**config.mk**
```make
export PLATFORM = sky130hd
export DESIGN_NAME = packet_inject_flat
export DESIGN_NICKNAME = d
export VERILOG_FILES = /design/src/rtl/packet_inject_if.sv /design/src/rtl/packet_inject.sv /design/src/flat_wrapper.sv
export SDC_FILE = /design/constraint.sdc
export NUM_CORES = 1
export LEC_CHECK = 0
export ABC_AREA = 1
export CAP_MARGIN = 10
export CORE_MARGIN = 1.5
export CORE_UTILIZATION = 44
export CTS_BUF_LIST = sky130_fd_sc_hd__clkbuf_8
export DETAILED_ROUTE_END_ITERATION = 10
export PLACE_DENSITY = 0.68
export RECOVER_POWER = 100
export SETUP_SLACK_MARGIN = 0.5
export SLEW_MARGIN = 20
export SYNTH_ARGS = -nofsm -noshare
export SYNTH_HDL_FRONTEND = slang
export SYNTH_SLANG_ARGS = --single-unit
export TNS_END_PERCENT = 100
```
**constraint.sdc**
```tcl
create_clock -name clk -period 2.8 [get_ports clk]
set_input_delay 0.56 -clock clk [delete_from_list [all_inputs] [get_ports clk]]
set_output_delay 0.56 -clock clk [all_outputs]
set_load 0.01 [all_outputs]
```
**src/rtl/packet_inject_if.sv**
```systemverilog
// Host, trigger, live-stream and merged-stream signals for packet_inject.
// master drives the buffer writes, trigger and live stream; slave is the injector.
interface packet_inject_if #(
  parameter int unsigned DATAWIDTH = 16,
  parameter int unsigned ADDRWIDTH = 5
);
  logic                 we;
  logic [ADDRWIDTH-1:0] wr_addr;
  logic [DATAWIDTH-1:0] wr_data;
  logic [ADDRWIDTH-1:0] pkt_last;
  logic                 trig;
  logic                 busy;
  logic [DATAWIDTH-1:0] live_data_in;
  logic                 live_sot_in;
  logic                 live_eot_in;
  logic [DATAWIDTH-1:0] sample_data_out;
  logic                 sample_sot_out;
  logic                 sample_eot_out;
  logic [7:0]           drop_cnt;

  modport master (
    output we, wr_addr, wr_data, pkt_last, trig, live_data_in, live_sot_in, live_eot_in,
    input  busy, sample_data_out, sample_sot_out, sample_eot_out, drop_cnt
  );

  modport slave (
    input  we, wr_addr, wr_data, pkt_last, trig, live_data_in, live_sot_in, live_eot_in,
    output busy, sample_data_out, sample_sot_out, sample_eot_out, drop_cnt
  );
endinterface

```
**src/rtl/packet_inject.sv**
```systemverilog
// Injects a host-loaded packet into a live sample stream between live packets.
// Define INJECT_LOOP_EN to keep reinjecting while trig stays high (default: one-shot).
module packet_inject #(
  parameter int unsigned DATAWIDTH = 16,
  parameter int unsigned ADDRWIDTH = 5
) (
  input logic             clk,
  input logic             reset_l,
  packet_inject_if.slave  bus
);

  typedef enum logic [1:0] {StIdle, StWaitGap, StPlay} state_e;

  state_e               state_q, state_d;
  logic                 trig_q;
  logic                 rise, fall;
  logic                 live_in_pkt_q, live_in_pkt_d;
  logic                 dropping_q, dropping_d;
  logic [ADDRWIDTH-1:0] rd_addr_q, rd_addr_d;
  logic [ADDRWIDTH-1:0] len_q, len_d;
  logic [DATAWIDTH-1:0] mem [2**ADDRWIDTH];
  logic [DATAWIDTH-1:0] rd_data_q;
  logic                 rd_vld_q, rd_sot_q, rd_eot_q;
  logic                 play_start, play_end, supp, drop_now;
  logic [7:0]           drop_cnt_q, drop_cnt_d;
  logic [DATAWIDTH-1:0] data_q, data_d;
  logic                 sot_q, sot_d, eot_q, eot_d;

  assign rise = bus.trig & ~trig_q;
  assign fall = ~bus.trig & trig_q;

  always_comb begin
    state_d    = state_q;
    rd_addr_d  = rd_addr_q;
    len_d      = len_q;
    play_start = 1'b0;
    play_end   = 1'b0;
    unique case (state_q)
      StIdle: if (rise) state_d = StWaitGap;
      StWaitGap: begin
        if (fall) begin
          state_d = StIdle;
        end else if (!live_in_pkt_q && !bus.live_sot_in) begin
          state_d    = StPlay;
          rd_addr_d  = '0;
          len_d      = bus.pkt_last;
          play_start = 1'b1;
        end
      end
      StPlay: begin
        if (rd_addr_q == len_q) begin
          play_end  = 1'b1;
          rd_addr_d = '0;
`ifdef INJECT_LOOP_EN
          state_d   = bus.trig ? StWaitGap : StIdle;
`else
          state_d   = StIdle;
`endif
        end else begin
          rd_addr_d = rd_addr_q + 1'b1;
        end
      end
      default: state_d = StIdle;
    endcase
  end

  // Window spans the PLAY-entry edge through the edge that emits the injected eot.
  assign supp     = play_start | (state_q == StPlay) | rd_vld_q;
  assign drop_now = dropping_q | (supp & bus.live_sot_in);

  always_comb begin
    live_in_pkt_d = live_in_pkt_q;
    if (bus.live_eot_in)      live_in_pkt_d = 1'b0;
    else if (bus.live_sot_in) live_in_pkt_d = 1'b1;

    dropping_d = drop_now & ~bus.live_eot_in;
    drop_cnt_d = drop_cnt_q;
    if (supp && bus.live_sot_in && drop_cnt_q != 8'hFF) drop_cnt_d = drop_cnt_q + 8'd1;

    data_d = '0;
    sot_d  = 1'b0;
    eot_d  = 1'b0;
    if (rd_vld_q) begin
      data_d = rd_data_q;
      sot_d  = rd_sot_q;
      eot_d  = rd_eot_q;
    end else if (!supp && !drop_now) begin
      data_d = bus.live_data_in;
      sot_d  = bus.live_sot_in;
      eot_d  = bus.live_eot_in;
    end
  end

  always_ff @(posedge clk) begin
    if (bus.we) mem[bus.wr_addr] <= bus.wr_data;
  end

  always_ff @(posedge clk or negedge reset_l) begin
    if (!reset_l) begin
      state_q       <= StIdle;
      trig_q        <= 1'b0;
      live_in_pkt_q <= 1'b0;
      dropping_q    <= 1'b0;
      rd_addr_q     <= '0;
      len_q         <= '0;
      rd_data_q     <= '0;
      rd_vld_q      <= 1'b0;
      rd_sot_q      <= 1'b0;
      rd_eot_q      <= 1'b0;
      drop_cnt_q    <= '0;
      data_q        <= '0;
      sot_q         <= 1'b0;
      eot_q         <= 1'b0;
    end else begin
      state_q       <= state_d;
      trig_q        <= bus.trig;
      live_in_pkt_q <= live_in_pkt_d;
      dropping_q    <= dropping_d;
      rd_addr_q     <= rd_addr_d;
      len_q         <= len_d;
      rd_data_q     <= mem[rd_addr_q];
      rd_vld_q      <= (state_q == StPlay);
      rd_sot_q      <= (state_q == StPlay) && (rd_addr_q == '0);
      rd_eot_q      <= play_end;
      drop_cnt_q    <= drop_cnt_d;
      data_q        <= data_d;
      sot_q         <= sot_d;
      eot_q         <= eot_d;
    end
  end

  assign bus.busy            = (state_q != StIdle);
  assign bus.drop_cnt        = drop_cnt_q;
  assign bus.sample_data_out = data_q;
  assign bus.sample_sot_out  = sot_q;
  assign bus.sample_eot_out  = eot_q;

endmodule
```
**src/flat_wrapper.sv**
```systemverilog
// flat-port wrapper written by rule: the top's interface ports become plain ports
module packet_inject_flat 
#(
  parameter int unsigned DATAWIDTH = 16,
  parameter int unsigned ADDRWIDTH = 5
)
  (clk, reset_l, bus_we, bus_wr_addr, bus_wr_data, bus_pkt_last, bus_trig, bus_live_data_in, bus_live_sot_in, bus_live_eot_in, bus_busy, bus_sample_data_out, bus_sample_sot_out, bus_sample_eot_out, bus_drop_cnt);
  packet_inject_if #(.DATAWIDTH(DATAWIDTH), .ADDRWIDTH(ADDRWIDTH)) bus_i ();
  input logic clk;
  input logic reset_l;
  input wire logic [$bits(bus_i.we)-1:0] bus_we;
  input wire logic [$bits(bus_i.wr_addr)-1:0] bus_wr_addr;
  input wire logic [$bits(bus_i.wr_data)-1:0] bus_wr_data;
  input wire logic [$bits(bus_i.pkt_last)-1:0] bus_pkt_last;
  input wire logic [$bits(bus_i.trig)-1:0] bus_trig;
  input wire logic [$bits(bus_i.live_data_in)-1:0] bus_live_data_in;
  input wire logic [$bits(bus_i.live_sot_in)-1:0] bus_live_sot_in;
  input wire logic [$bits(bus_i.live_eot_in)-1:0] bus_live_eot_in;
  output wire logic [$bits(bus_i.busy)-1:0] bus_busy;
  output wire logic [$bits(bus_i.sample_data_out)-1:0] bus_sample_data_out;
  output wire logic [$bits(bus_i.sample_sot_out)-1:0] bus_sample_sot_out;
  output wire logic [$bits(bus_i.sample_eot_out)-1:0] bus_sample_eot_out;
  output wire logic [$bits(bus_i.drop_cnt)-1:0] bus_drop_cnt;
  assign bus_i.we = bus_we;
  assign bus_i.wr_addr = bus_wr_addr;
  assign bus_i.wr_data = bus_wr_data;
  assign bus_i.pkt_last = bus_pkt_last;
  assign bus_i.trig = bus_trig;
  assign bus_i.live_data_in = bus_live_data_in;
  assign bus_i.live_sot_in = bus_live_sot_in;
  assign bus_i.live_eot_in = bus_live_eot_in;
  assign bus_busy = bus_i.busy;
  assign bus_sample_data_out = bus_i.sample_data_out;
  assign bus_sample_sot_out = bus_i.sample_sot_out;
  assign bus_sample_eot_out = bus_i.sample_eot_out;
  assign bus_drop_cnt = bus_i.drop_cnt;
  packet_inject #(.DATAWIDTH(DATAWIDTH), .ADDRWIDTH(ADDRWIDTH)) u_core (.clk(clk), .reset_l(reset_l), .bus(bus_i));
endmodule
```
## Yosys cells after proc, flatten, opt, wreduce, memory -nomap -nowiden

Memory sizes are Yosys's and may differ from the RTL's. A register that Yosys moved wholly into a read port is not among the register bits.
Index checks and enable logic that the tools add are counted.

| word-level totals | value |
|---|---|
| output and inout bits | 27 |
| input bits | 48 |
| memories | 1 |
| bits in registers | 44 |
| bits in writable memories | 512 |

| cells by class | value |
|---|---|
| reduce and logical (&&, ||, !) cells | 18 |
| bitwise operators | 11 |
| $add $sub $neg | 2 |
| muxes and demuxes | 24 |
| equal/unequal tests | 9 |

Memory list:

| name | depth | width | rd ports | clocked after Yosys merged registers in | wr ports | RTL line | RTL |
|---|---|---|---|---|---|---|---|
| u_core.mem | 32 | 16 | 1 | 1 | 1 | packet_inject.sv:21 | `logic [DATAWIDTH-1:0] mem [2**ADDRWIDTH];` |

Operator list:

| cell | number |
|---|---|
| 16-bit 2-to-1 mux | 2 |
| 5-bit 2-to-1 mux | 3 |
| 1-bit 2-to-1 mux | 13 |
| 5-bit one-hot mux with 2 select lines | 1 |
| 3-bit AND reduction | 3 |
| 8-bit by 1-bit adder with 8-bit output, second input constant | 1 |
| 2-bit 2-to-1 mux | 4 |
| 8-bit != test, second input constant | 1 |
| 2-bit by 1-bit != test with 1-bit output, second input constant | 3 |
| 2-bit one-hot mux with 3 select lines | 1 |
| 2-bit nonzero test | 3 |
| 5-bit by 1-bit adder with 5-bit output, second input constant | 1 |
| 5-bit == test | 1 |
| 1-bit logical AND | 5 |
| 1-bit logical NOT | 5 |
| 5-bit logical NOT | 1 |
| 1-bit AND | 4 |
| 1-bit inverter | 4 |
| 3-bit by 1-bit != test with 1-bit output, second input constant | 1 |
| 1-bit bitwise OR | 3 |
| 2-bit by 1-bit == test with 1-bit output, second input constant | 1 |
| 2-bit == test, second input constant | 1 |
| 2-bit logical NOT | 1 |
| 2-bit != test, second input constant | 1 |

## Longest topological paths before layout

Gate-level depths: netlist of the first run.

| depth | value |
|---|---|
| depth in word-level cells | 13 |
| gate-level depth with buffers | 12 |
| mapped depth without buffers | 9 |

## Worst setup path after synthesis of the first run

Ideal clock, no wire load.

| timing path | value |
|---|---|
| kind | input -> register |
| from | input port bus_wr_addr[0] |
| to | memory u_core.mem[0][0] (enable) |
| buffers on the path | 0 |
| library setup time | 0.388 ns |
| setup slack | 0.857 ns |
| cell stages on the path | 3 |
| data arrival time | 1.554 ns |
| path through | inv_1 -> nand3_1 -> nor2_1 |

RTL lines:

| element | RTL line | RTL |
|---|---|---|
| start, declared | flat_wrapper.sv:12 | `input wire logic [$bits(bus_i.wr_addr)-1:0] bus_wr_addr;` |
| end, declared | packet_inject.sv:21 |  |

Straight into the memory's write port.

## Worst setup path after layout of the first run

| timing path | value |
|---|---|
| from | input port bus_wr_data[4] |
| to | memory u_core.mem[28][4], data pin |

RTL lines:

| element | RTL line | RTL |
|---|---|---|
| start, declared | flat_wrapper.sv:13 | `input wire logic [$bits(bus_i.wr_data)-1:0] bus_wr_data;` |

Straight into the memory's write port.

==> results of run 1 <==
-- per-layer routing --
metal  routed length, um  up-vias
met5                  12        -
met4                1670        2
met3                5240       98
met2               27500      687
met1               24500     7557
li1                    -     7261
-- metrics by stage --
step | util (%) | power [mW] | cell area, um^2 | setup slack, ns | hold WS [ns]
4_1_cts | 50.8 | 21.3 | 26700 | 0.508 | 0.320
2_1_floorplan | - | 13.1 | 23300 | 0.857 | 0.264
6_report | 50.4 | 21.0 | 26400 | 0.335 | 0.465
3_3_place_gp | 47.6 | 14.7 | 25000 | 0.433 | 0.450
3_5_place_dp | 47.6 | 14.7 | 25000 | 0.448 | 0.452
5_1_grt | 50.4 | 22.1 | 26400 | 0.246 | 0.457
-- area by class of cell --
type / count / area [um^2] / area share (%)
multi-input combinational: 1317 / 5530 / 20.9
antenna: 1 / 2.50 / 0.00947
sequential: 572 / 16900 / 63.9
timing repair buffer: 151 / 1220 / 4.61
inverter: 61 / 235 / 0.890
tap: 688 / 861 / 3.26
clock buffer: 100 / 1380 / 5.21
clock inverter: 70 / 304 / 1.15
-- worst max path at each step --
| stage | start | to | slack, ns | cells past startpoint |
|---|---|---|---|---|
| 3_5_place_dp | bus_trig | u_core.bus.sample_eot_out$_DFF_PN0_ | 0.45 | 7 |
| 5_1_grt | u_core.rd_addr_q[0]$_DFFE_PN0P_ | u_core.rd_data_q[4]$_DFF_PN0_ | 0.25 | 8 |
| 6_report | bus_wr_data[4] | u_core.mem[28][4]$_DFFE_PP_ | 0.34 | 2 |
| 4_1_cts | u_core.bus.drop_cnt[2]$_DFFE_PN0P_ | bus_drop_cnt[2] | 0.51 | 1 |
| 2_1_floorplan | bus_wr_addr[0] | u_core.mem[0][0]$_DFFE_PP_ | 0.86 | 3 |
| 3_3_place_gp | bus_trig | u_core.bus.sample_sot_out$_DFF_PN0_ | 0.43 | 7 |
-- cell usage in the layout, fill, tap and decap left out, types with 3 or more instances in the layout --
cell type        Yosys  routed
nor2_1             332     330
nand3_1            148     150
clkdlybuf4s50_1      0      29
clkinv_1             1      27
nand2_1            605     606
inv_6                0       3
a21oi_1              6       6
nor2_2               1       3
xnor2_1              7       7
o21ai_0            138     153
buf_12               0       6
inv_1               56      79
clkinv_2             0      17
o21ai_1             48      42
xor2_1               3       3
nand4_1              5       5
clkbuf_1            16      51
buf_4               23      18
ha_1                 6       6
edfxtp_1           512     512
dlygate4sd3_1        0      44
clkinvlp_4           0       3
dfrtp_1             60      56
clkbuf_8             0     100
-- state kept, by name (all words and copies together) (netlist names), 2 cells and up --
| signal | cells |
|---|---|
| u_core.bus.drop_cnt | 8 |
| u_core.bus.sample_data_out | 16 |
| u_core.mem | 512 |
| u_core.state_q | 2 |
| u_core.rd_addr_q | 5 |
| u_core.rd_data_q | 16 |
| u_core.len_q | 5 |
-- cell families (layout without fill, tap and decap cells) --
| logic type | Yosys count | after routing | share of synthesized area (%) |
|---|---|---|---|
| simple gates | 1096 | 1096 | 18.6 |
| flops | 572 | 572 | 72.4 |
| compound gates | 203 | 203 | 4.53 |
| buf+inv | 167 | 382 | 3.62 |
| xor+xnor | 10 | 10 | 0.376 |
| fa+ha+maj | 6 | 6 | 0.322 |
| mux | 2 | 2 | 0.0966 |
| other cells | 0 | 1 | 0 |
-- power breakdown --
group / switching [mW] / internal [mW]
Clock: 3.25 / 3.30
Sequential: 0.213 / 9.70
Combinational: 3.15 / 1.38
Total: 6.61 / 14.4
-- what timing repair did --
item,in CTS,in global routing
endpoints found under the setup margin,1,4
hold buffers,1,0
pin swaps,0,0
hold endpoints to repair,14,0
resized for setup,1,5
==> reports/metrics.cfg, run 1 <==
[placement]
place_hpwl_um = 34900
gp_routability_congestion = 0.849
placed_cells_incl_taps = 2788
port_buffers = 74

[critical_path]
critPathSlowestCell = clkbuf_1
worst-endpoint-arrival_ns = 2.61
regToRegSetupSlack_ns = 0.41
worst_setup_end_kind = register
buffers_and_inverters_on_the_worst_path = 2
worst-setup-path-type = in -> reg
cp_slowest_stage_delay_ns = 1.51
cp_data_required_time_ns = 2.95
reg2reg_from = u_core.rd_addr_q[0]$_DFFE_PN0P_
worst_r2r_path_depth = 8
critPathMaxFanout = 32
start_kind = input pin
crit_path_cell_chain = dlygate4sd3_1, clkbuf_1
crit-reg2reg-capture = u_core.rd_data_q[4]$_DFF_PN0_
critical-path-top-delay-family = buffers and inverters

[detailed_routing]
post-route-drc-count = 0
first_pass_iters = 6
route.vias.total = 15600
totalWireLength_um = 58900
drt-vias-per-instance = 5.27
detail_route.wl_per_cell_um = 19.9
drt.antenna.violating_nets = 0
detailedRoute.firstIterationViolations = 1786

[synth]
async_reset_ff_share_pct = 10.5
synth_cell_count_leaders = nand2_1 (605), edfxtp_1 (512), nor2_1 (332), nand3_1 (148), o21ai_0 (138)
dominantRegCellSynth = edfxtp_1
synth.yosys.seq_area_share_pct = 72.4
syn_avg_cell_area_um2 = 11.3
post_synth_num_cell_types = 30
synth.top_cells.by_area = edfxtp_1 (66%), nand2_1 (9.7%), dfrtp_1 (6.4%)
post-synth-top-area-cell = edfxtp_1
synth_most_common_cell = nand2_1
synth.cell_area_um2 = 23300
postSynthRegisterBits = 572
ys.warnings.count = 0
synth_enable_flop_cells = 512
synthCells = 2056
mappedNetlistNets = 2110
synth_top_cell_area_share_pct = 66.0

[pwr]
leakage_nw = 9.88
power.density_cell_area_nw_per_um2 = 795
ir_worst_vdd_v = 0.000446

[grt]
global_route.usage.met1_pct = 29.8
grt_most_used_layer = met2
gr-total-overflow = 0
grt_util_met3_pct = 4.49
antenna_found_initial = 2
maximum_number_of_pins_on_one_net_before_global_route_repair = 113
grt.total_usage_pct = 21.9
grt_first_pass_wirelength_um = 88300
met2_usage_pct = 34.4
grt_pass1_vias = 15200

[timing]
timing.final.max_slew_violations = 528
slew_headroom_pct = -46.5
max_clock_freq_mhz = 406
final-hold-violation-count = 0
clock_skew_ns = 0.0208
tightestPinTransition_ns = 2.20
totalNegativeSetupSlack_ns = 0
layout_worst_path_cycle_share_pct = 88.0
min_period_ns = 2.46
rsz_0062_raised_after_global_routing = true
report.final.setup_viol = 0

[worst_hold_path]
worst_hold_startpoint = u_core.rd_data_q[2]$_DFF_PN0_
holdPathEnd = u_core.bus.sample_data_out[2]$_DFF_PN0_
worstHoldPathType = reg -> reg
hold_path_cell_cnt = 2

[floorplanning]
num_rows = 84
chipHeight_um = 233
initial_core_util_pct = 44.4
fp.dieArea_um2 = 54300
floorplan.io_pins = 75
core_region_area_um2 = 52400
die_w_um = 233

[outcome]
run_status = complete, but fails checks
failed_checks = capacitance limit, slew limit

[job]
cap_viol_max_count = 16

[finish]
area_growth_syn_to_layout_pct = 13.4
fill_cells = 4618
num-nets-final = 2249
layout-drive-gt1-share_pct = 7.09
instances_no_fill = 2960

[cts]
cts.clk_slew.worst_paths_ns = 0.06
tritoncts_num_sinks = 572
cts_tree = done
cts_setup_buffers = 0
clock_latency_ns = 0.67
h-tree-depth = 3
clk_path_buf_depth = 3
ctsRootBufferMaster = clkbuf_8
cts_inserted_buffers = 92

(Power assumes the default switching activity.)
==> inputs of run 2 (changes only) <==
Settings changed: CAP_MARGIN 10 to unset, RECOVER_POWER 100 to 50, SETUP_SLACK_MARGIN 0.5 to unset.
==> reports/metrics.cfg, run 2 (synthesis gave the netlist of run 1 again) <==
[finish]
largest-register = u_core.mem
area_growth_syn_to_layout_pct = 14.0
layout-drive-gt1-share_pct = 8.85  ; +1.8 points
largest_register_ffs = 512  ; unchanged
finalCoreUtilization_pct = 50.7  ; +0.29 points
fill_cells = 4585  ; -0.71%
num-nets-final = 2249  ; unchanged
final_common_cell = nand2_1
most-common-layout-cells = nand2_1 (605), edfxtp_1 (512), nor2_1 (330)

[timing]
min_period_ns = 2.56  ; +0.0942 ns
final-hold-violation-count = 0  ; unchanged
timing.final.max_slew_violations = 528  ; unchanged
clock_skew_ns = 0.0211  ; +0.000319 ns
tightestPinTransition_ns = 2.24  ; +0.0412 ns
totalNegativeSetupSlack_ns = 0  ; unchanged
rsz_0062_raised_after_global_routing = false
layout_worst_path_cycle_share_pct = 91.4  ; +3.4 points
report.final.setup_viol = 0  ; unchanged
max_clock_freq_mhz = 391  ; -3.7%
slew_headroom_pct = -49.2  ; -2.7 points

[worst_hold_path]
worst_hold_startpoint = bus_live_data_in[5]
hold_path_cell_cnt = 3  ; +1
worstHoldPathType = in -> reg
holdPathEnd = u_core.bus.sample_data_out[5]$_DFF_PN0_

[floorplanning]
die_w_um = 233  ; unchanged
floorplan.io_pins = 75  ; unchanged
core_region_area_um2 = 52400  ; unchanged
initial_core_util_pct = 44.4  ; unchanged
fp.dieArea_um2 = 54300  ; unchanged
chipHeight_um = 233  ; unchanged
num_rows = 84  ; unchanged

[placement]
gp_routability_congestion = 0.849  ; unchanged
place_hpwl_um = 34900  ; unchanged
port_buffers = 74  ; unchanged

[critical_path]
critPathMaxFanout = 32  ; unchanged
cp_data_required_time_ns = 2.93  ; -0.02 ns
crit-reg2reg-capture = u_core.rd_data_q[12]$_DFF_PN0_
critical-path-top-delay-family = buffers and inverters
cp_slowest_stage_delay_ns = 1.59  ; +0.08 ns
regToRegSetupSlack_ns = 0.60  ; +0.19 ns
critPathSlowestCell = clkbuf_1
reg2reg_from = u_core.rd_addr_q[1]$_DFFE_PN0P_
setup.worst_path.start = bus_wr_data[1]
buffers_and_inverters_on_the_worst_path = 2  ; unchanged
worst-endpoint-arrival_ns = 2.69  ; +0.08 ns
worst-setup-path-type = in -> reg
worst_r2r_path_depth = 8  ; unchanged
start_kind = input pin
crit_path_cell_chain = dlygate4sd3_1, clkbuf_1
worst_setup_end_kind = register

[cts]
cts_inserted_buffers = 92  ; unchanged
h-tree-depth = 3  ; unchanged
tritoncts_num_sinks = 572  ; unchanged
ctsRootBufferMaster = clkbuf_8
cts.clk_slew.worst_paths_ns = 0.06  ; about the same
cts_tree = done
cts_repair_resize_count = 0  ; -1
clock_latency_ns = 0.67  ; about the same
clk_path_buf_depth = 3  ; unchanged
cts_setup_buffers = 0  ; unchanged

[grt]
grt.total_usage_pct = 21.9  ; unchanged
maximum_number_of_pins_on_one_net_before_global_route_repair = 113  ; unchanged
antenna_found_initial = 2  ; unchanged
grt_pass1_vias = 15200  ; unchanged
grt_first_pass_wirelength_um = 88300  ; unchanged
gr-total-overflow = 0  ; unchanged

[pwr]
leakage_nw = 9.98  ; +1.1%
clock_network_fraction_of_total_power_pct = 31.0  ; -0.2 points
netSwitchingFraction_pct = 31.5  ; +0.033 points
p_int_mw = 14.5  ; +0.56%
power.density_cell_area_nw_per_um2 = 795  ; about the same
power.share.combinational_pct = 22.1  ; +0.5 points
ir_worst_vdd_v = 0.000459  ; +2.8%
seqPwrFrac_pct = 47.0  ; -0.2 points
switching_power_mw = 6.66  ; +0.71%

[outcome]
run_status = complete, but fails checks
failed_checks = capacitance limit, slew limit

[detailed_routing]
drt.antenna.violating_nets = 0  ; unchanged
detail_route.wl_per_cell_um = 19.9  ; about the same
drt-vias-per-instance = 5.26  ; -0.23%
first_pass_iters = 7  ; +1
post-route-drc-count = 0  ; unchanged
detailedRoute.firstIterationViolations = 1741  ; -2.5%
totalWireLength_um = 58900  ; about the same
route.vias.total = 15600  ; -0.23%

[job]
cap_viol_max_count = 16  ; unchanged

-- run 2: cell types whose count changed in the layout (fill, tap and decap cells not counted), sizes merged --
cell / delta
buf: +32
clkbuf: -32
clkdlybuf4s50: +26
dlygate4sd2: -1
dlygate4sd3: -25
-- run 2: power by group through the flow --
| stage | Combinational [mW] | Sequential, mW | Clock [mW] |
|---|---|---|---|
| floorplan | 3.01 | 10.1 | 0 |
| global placement | 4.59 | 10.1 | 0 |
| detailed placement | 4.64 | 10.1 | 0 |
| CTS | 4.66 | 9.91 | 6.69 |
| global route | 5.18 | 9.95 | 7.04 |
| finish | 4.66 | 9.92 | 6.54 |
-- run 2: routing by layer --
layer	global-route usage, %	share of wire (%)	up-vias
met5	0	0.020	-
met4	8.59	2.8	2
met3	4.49	8.6	98
met2	34.4	47	717
met1	29.8	42	7492
li1	-	-	7260
-- run 2: how the worst max path moves through the flow --
stage / to / slack [ns] / depth (start not counted)
after floorplan: u_core.mem[0][0]$_DFFE_PP_ / 0.86 / 3
after global placement: u_core.bus.sample_sot_out$_DFF_PN0_ / 0.43 / 7
after CTS: bus_busy / 0.28 / 4
final: u_core.mem[29][1]$_DFFE_PP_ / 0.24 / 2
after global routing: bus_busy / 0.21 / 4
after detailed placement: u_core.bus.sample_eot_out$_DFF_PN0_ / 0.45 / 7
-- run 2: final cells by class --
class | instances | area, um^2 | area share, %
Sequential cell | 572 | 16900 | 63.6
Multi-Input combinational cell | 1317 | 5570 | 21.0
Clock buffer | 100 | 1380 | 5.18
Timing Repair Buffer | 151 | 1330 | 5.01
Tap cell | 688 | 861 | 3.24
Clock inverter | 70 | 304 | 1.14
Inverter | 61 | 235 | 0.885
Antenna cell | 1 | 2.50 | 0.00942
-- run 2: repair_timing --
| item | CTS | global route |
|---|---|---|
| hold buffers | 1 | 0 |
| endpoints found under the setup margin | 0 | 0 |
| endpoints found under the hold margin | 14 | 0 |
-- run 2: metrics by stage --
step	area (um^2)	setup WS (ns)	total power [mW]	instances	hold WS, ns
after floorplan	23300	0.857	13.1	2056	0.264
after global placement	25000	0.433	14.7	2788	0.450
after detailed placement	25000	0.448	14.7	2788	0.452
after CTS	26700	0.280	21.3	2959	0.320
after global routing	26600	0.215	22.2	2960	0.445
final	26600	0.241	21.1	2960	0.457
==> inputs of run 3 (changes only) <==
Settings changed: CORE_UTILIZATION 44 to 53, PLACE_DENSITY 0.68 to 0.78.
==> reports/metrics.cfg, run 3 (synthesis gave the netlist of run 1 again) <==
[cts]
tritoncts_num_sinks = 572  ; unchanged
cts_hold_repair.buffers = 1  ; unchanged
cts_inserted_buffers = 88  ; -4.3%
ctsRootBufferMaster = clkbuf_8
clock_latency_ns = 0.66  ; about the same
cts_setup_buffers = 0  ; unchanged
h-tree-depth = 3  ; unchanged
cts_tree = done
cts.clk_slew.worst_paths_ns = 0.06  ; about the same
cts_repair_resize_count = 0  ; unchanged
clk_path_buf_depth = 3  ; unchanged

[floorplanning]
chipHeight_um = 213  ; -8.8%
floorplan.io_pins = 75  ; unchanged
core_region_area_um2 = 43300  ; -18%
fp.dieArea_um2 = 45200  ; -17%
num_rows = 76  ; -9.5%
die_w_um = 213  ; -8.8%
initial_core_util_pct = 53.9  ; +9.4 points

[worst_hold_path]
hold_path_cell_cnt = 2  ; -1
worstHoldPathType = reg -> reg

[timing]
min_period_ns = 2.52  ; -0.0359 ns
report.final.setup_viol = 0  ; unchanged
timing.final.max_slew_violations = 528  ; unchanged
slew_headroom_pct = -43.7  ; +5.6 points
rsz_0062_raised_after_global_routing = false
layout_worst_path_cycle_share_pct = 90.1  ; -1.3 points
final-hold-violation-count = 0  ; unchanged
max_clock_freq_mhz = 396  ; +1.4%
clock_skew_ns = 0.0508  ; +0.0298 ns
totalNegativeSetupSlack_ns = 0  ; unchanged
tightestPinTransition_ns = 2.16  ; -0.0834 ns

[finish]
fill_cells = 3270  ; -29%
most-common-layout-cells = nand2_1 (605), edfxtp_1 (512), nor2_1 (330)
area_growth_syn_to_layout_pct = 13.4
num-nets-final = 2250  ; +0.044%
final_common_cell = nand2_1
diodes = 0  ; -1
largest-register = u_core.mem
layout-drive-gt1-share_pct = 8.70  ; -0.15 points
design_area_um2 = 26400  ; -0.50%
largest_register_ffs = 512  ; unchanged

[detailed_routing]
route.vias.total = 15800  ; +1.4%
detailedRoute.firstIterationViolations = 2205  ; +27%
totalWireLength_um = 56600  ; -3.8%
drt-vias-per-instance = 5.54  ; +5.3%
first_pass_iters = 6  ; -1
post-route-drc-count = 0  ; unchanged
drt.antenna.violating_nets = 0  ; unchanged
detail_route.wl_per_cell_um = 19.9  ; -0.12%

[pwr]
power.density_cell_area_nw_per_um2 = 802  ; +0.83%
p_int_mw = 14.6  ; +0.67%
seqPwrFrac_pct = 46.7  ; -0.3 points
power.share.combinational_pct = 22.5  ; +0.4 points
switching_power_mw = 6.63  ; -0.42%
leakage_nw = 10.0  ; +0.34%
ir_worst_vdd_v = 0.000480  ; +4.7%
clock_network_fraction_of_total_power_pct = 30.8  ; -0.2 points
netSwitchingFraction_pct = 31.3  ; -0.23 points

[outcome]
run_status = complete, but fails checks
failed_checks = capacitance limit, slew limit

[critical_path]
cp_slowest_stage_delay_ns = 1.53  ; -0.06 ns
worst-setup-path-type = in -> reg
critPathSlowestCell = clkbuf_1
start_kind = input pin
buffers_and_inverters_on_the_worst_path = 2  ; unchanged
cp_data_required_time_ns = 2.90  ; -0.03 ns
cell_depth_of_the_worst_setup_path = 2  ; unchanged
critPathMaxFanout = 32  ; unchanged
worst_setup_end_kind = register
worst-endpoint-arrival_ns = 2.62  ; -0.07 ns
worst_r2r_path_depth = 10  ; +2
critical-path-top-delay-family = buffers and inverters
crit_path_cell_chain = dlygate4sd3_1, clkbuf_1

[placement]
gp_routability_congestion = 0.832  ; -2.0%
port_buffers = 74  ; unchanged
postPlaceCellArea_um2 = 24900  ; -0.37%
place_hpwl_um = 33000  ; -5.4%

[grt]
grt_first_pass_wirelength_um = 85700  ; -2.9%
grt.total_usage_pct = 25.6  ; +3.7 points
grt_pass1_vias = 15000  ; -1.2%
antenna_found_initial = 0  ; -2
gr-total-overflow = 0  ; unchanged
maximum_number_of_pins_on_one_net_before_global_route_repair = 159  ; +41%

[job]
cap_viol_max_count = 16  ; unchanged

-- run 3: cell types whose count changed in the layout (fill, tap and decap cells not counted), moves of 2 or more --
cell | previous run | this run
buf_4 | 50 | 57
clkinv_1 | 27 | 15
clkbuf_8 | 100 | 93
inv_1 | 79 | 91
bufinv_16 | 0 | 3
clkbuf_1 | 20 | 18
clkinv_2 | 17 | 10
-- run 3: cell type report --
cell class,count,area (um^2),share of cell area [%]
sequential,572,16900,63.9
clock inverter,66,368,1.39
timing repair buffer,156,1360,5.15
multi-input combinational,1317,5570,21.1
inverter,61,235,0.890
clock buffer,93,1280,4.84
tap,585,732,2.77
-- run 3: power by group through the flow --
stage | clock network, mW | registers [mW] | logic, mW
after CTS | 6.60 | 9.88 | 4.75
after floorplan | 0 | 10.1 | 3.01
final | 6.53 | 9.89 | 4.77
after detailed placement | 0 | 10.1 | 4.72
after global placement | 0 | 10.0 | 4.58
after global routing | 6.96 | 9.93 | 5.25
-- run 3: layer usage --
layer	vias up	track usage, %	wire length, um
li1	7254	-	-
met1	7459	36.2	22900
met2	937	38.4	25400
met3	135	5.31	6330
met4	0	11.5	2010
met5	-	0	0
-- run 3: final timing paths --
kind	startpoint	endpoint	slack (ns)
hold / removal	u_core.rd_data_q[12]$_DFF_PN0_	u_core.bus.sample_data_out[12]$_DFF_PN0_	0.45
setup reg to reg	u_core.rd_addr_q[0]$_DFFE_PN0P_	u_core.rd_data_q[15]$_DFF_PN0_	0.44
setup / recovery	bus_wr_data[5]	u_core.mem[0][5]$_DFFE_PP_	0.28
min in group asynchronous	reset_l	u_core.rd_data_q[4]$_DFF_PN0_	0.75
max in group asynchronous	reset_l	u_core.rd_data_q[12]$_DFF_PN0_	0.55
hold reg to reg	u_core.rd_data_q[12]$_DFF_PN0_	u_core.bus.sample_data_out[12]$_DFF_PN0_	0.45
-- run 3: stage by stage --
| step | power [mW] | hold WS (ns) | util (%) | std cells | worst slack [ns] |
|---|---|---|---|---|---|
| after floorplan | 13.1 | 0.264 | - | 2056 | 0.857 |
| after global placement | 14.6 | 0.451 | 57.5 | 2690 | 0.522 |
| after detailed placement | 14.8 | 0.448 | 57.5 | 2690 | 0.414 |
| after CTS | 21.2 | 0.386 | 61.3 | 2850 | 0.280 |
| after global routing | 22.1 | 0.474 | 61.1 | 2850 | 0.145 |
| final | 21.2 | 0.453 | 61.1 | 2850 | 0.277 |
-- run 3: tightest hold or removal path: cells and delay by family, from the launching register on --
family          cells  cell delay, ns
flops               1            0.32
compound gates      1            0.05
simple gates        1            0.07
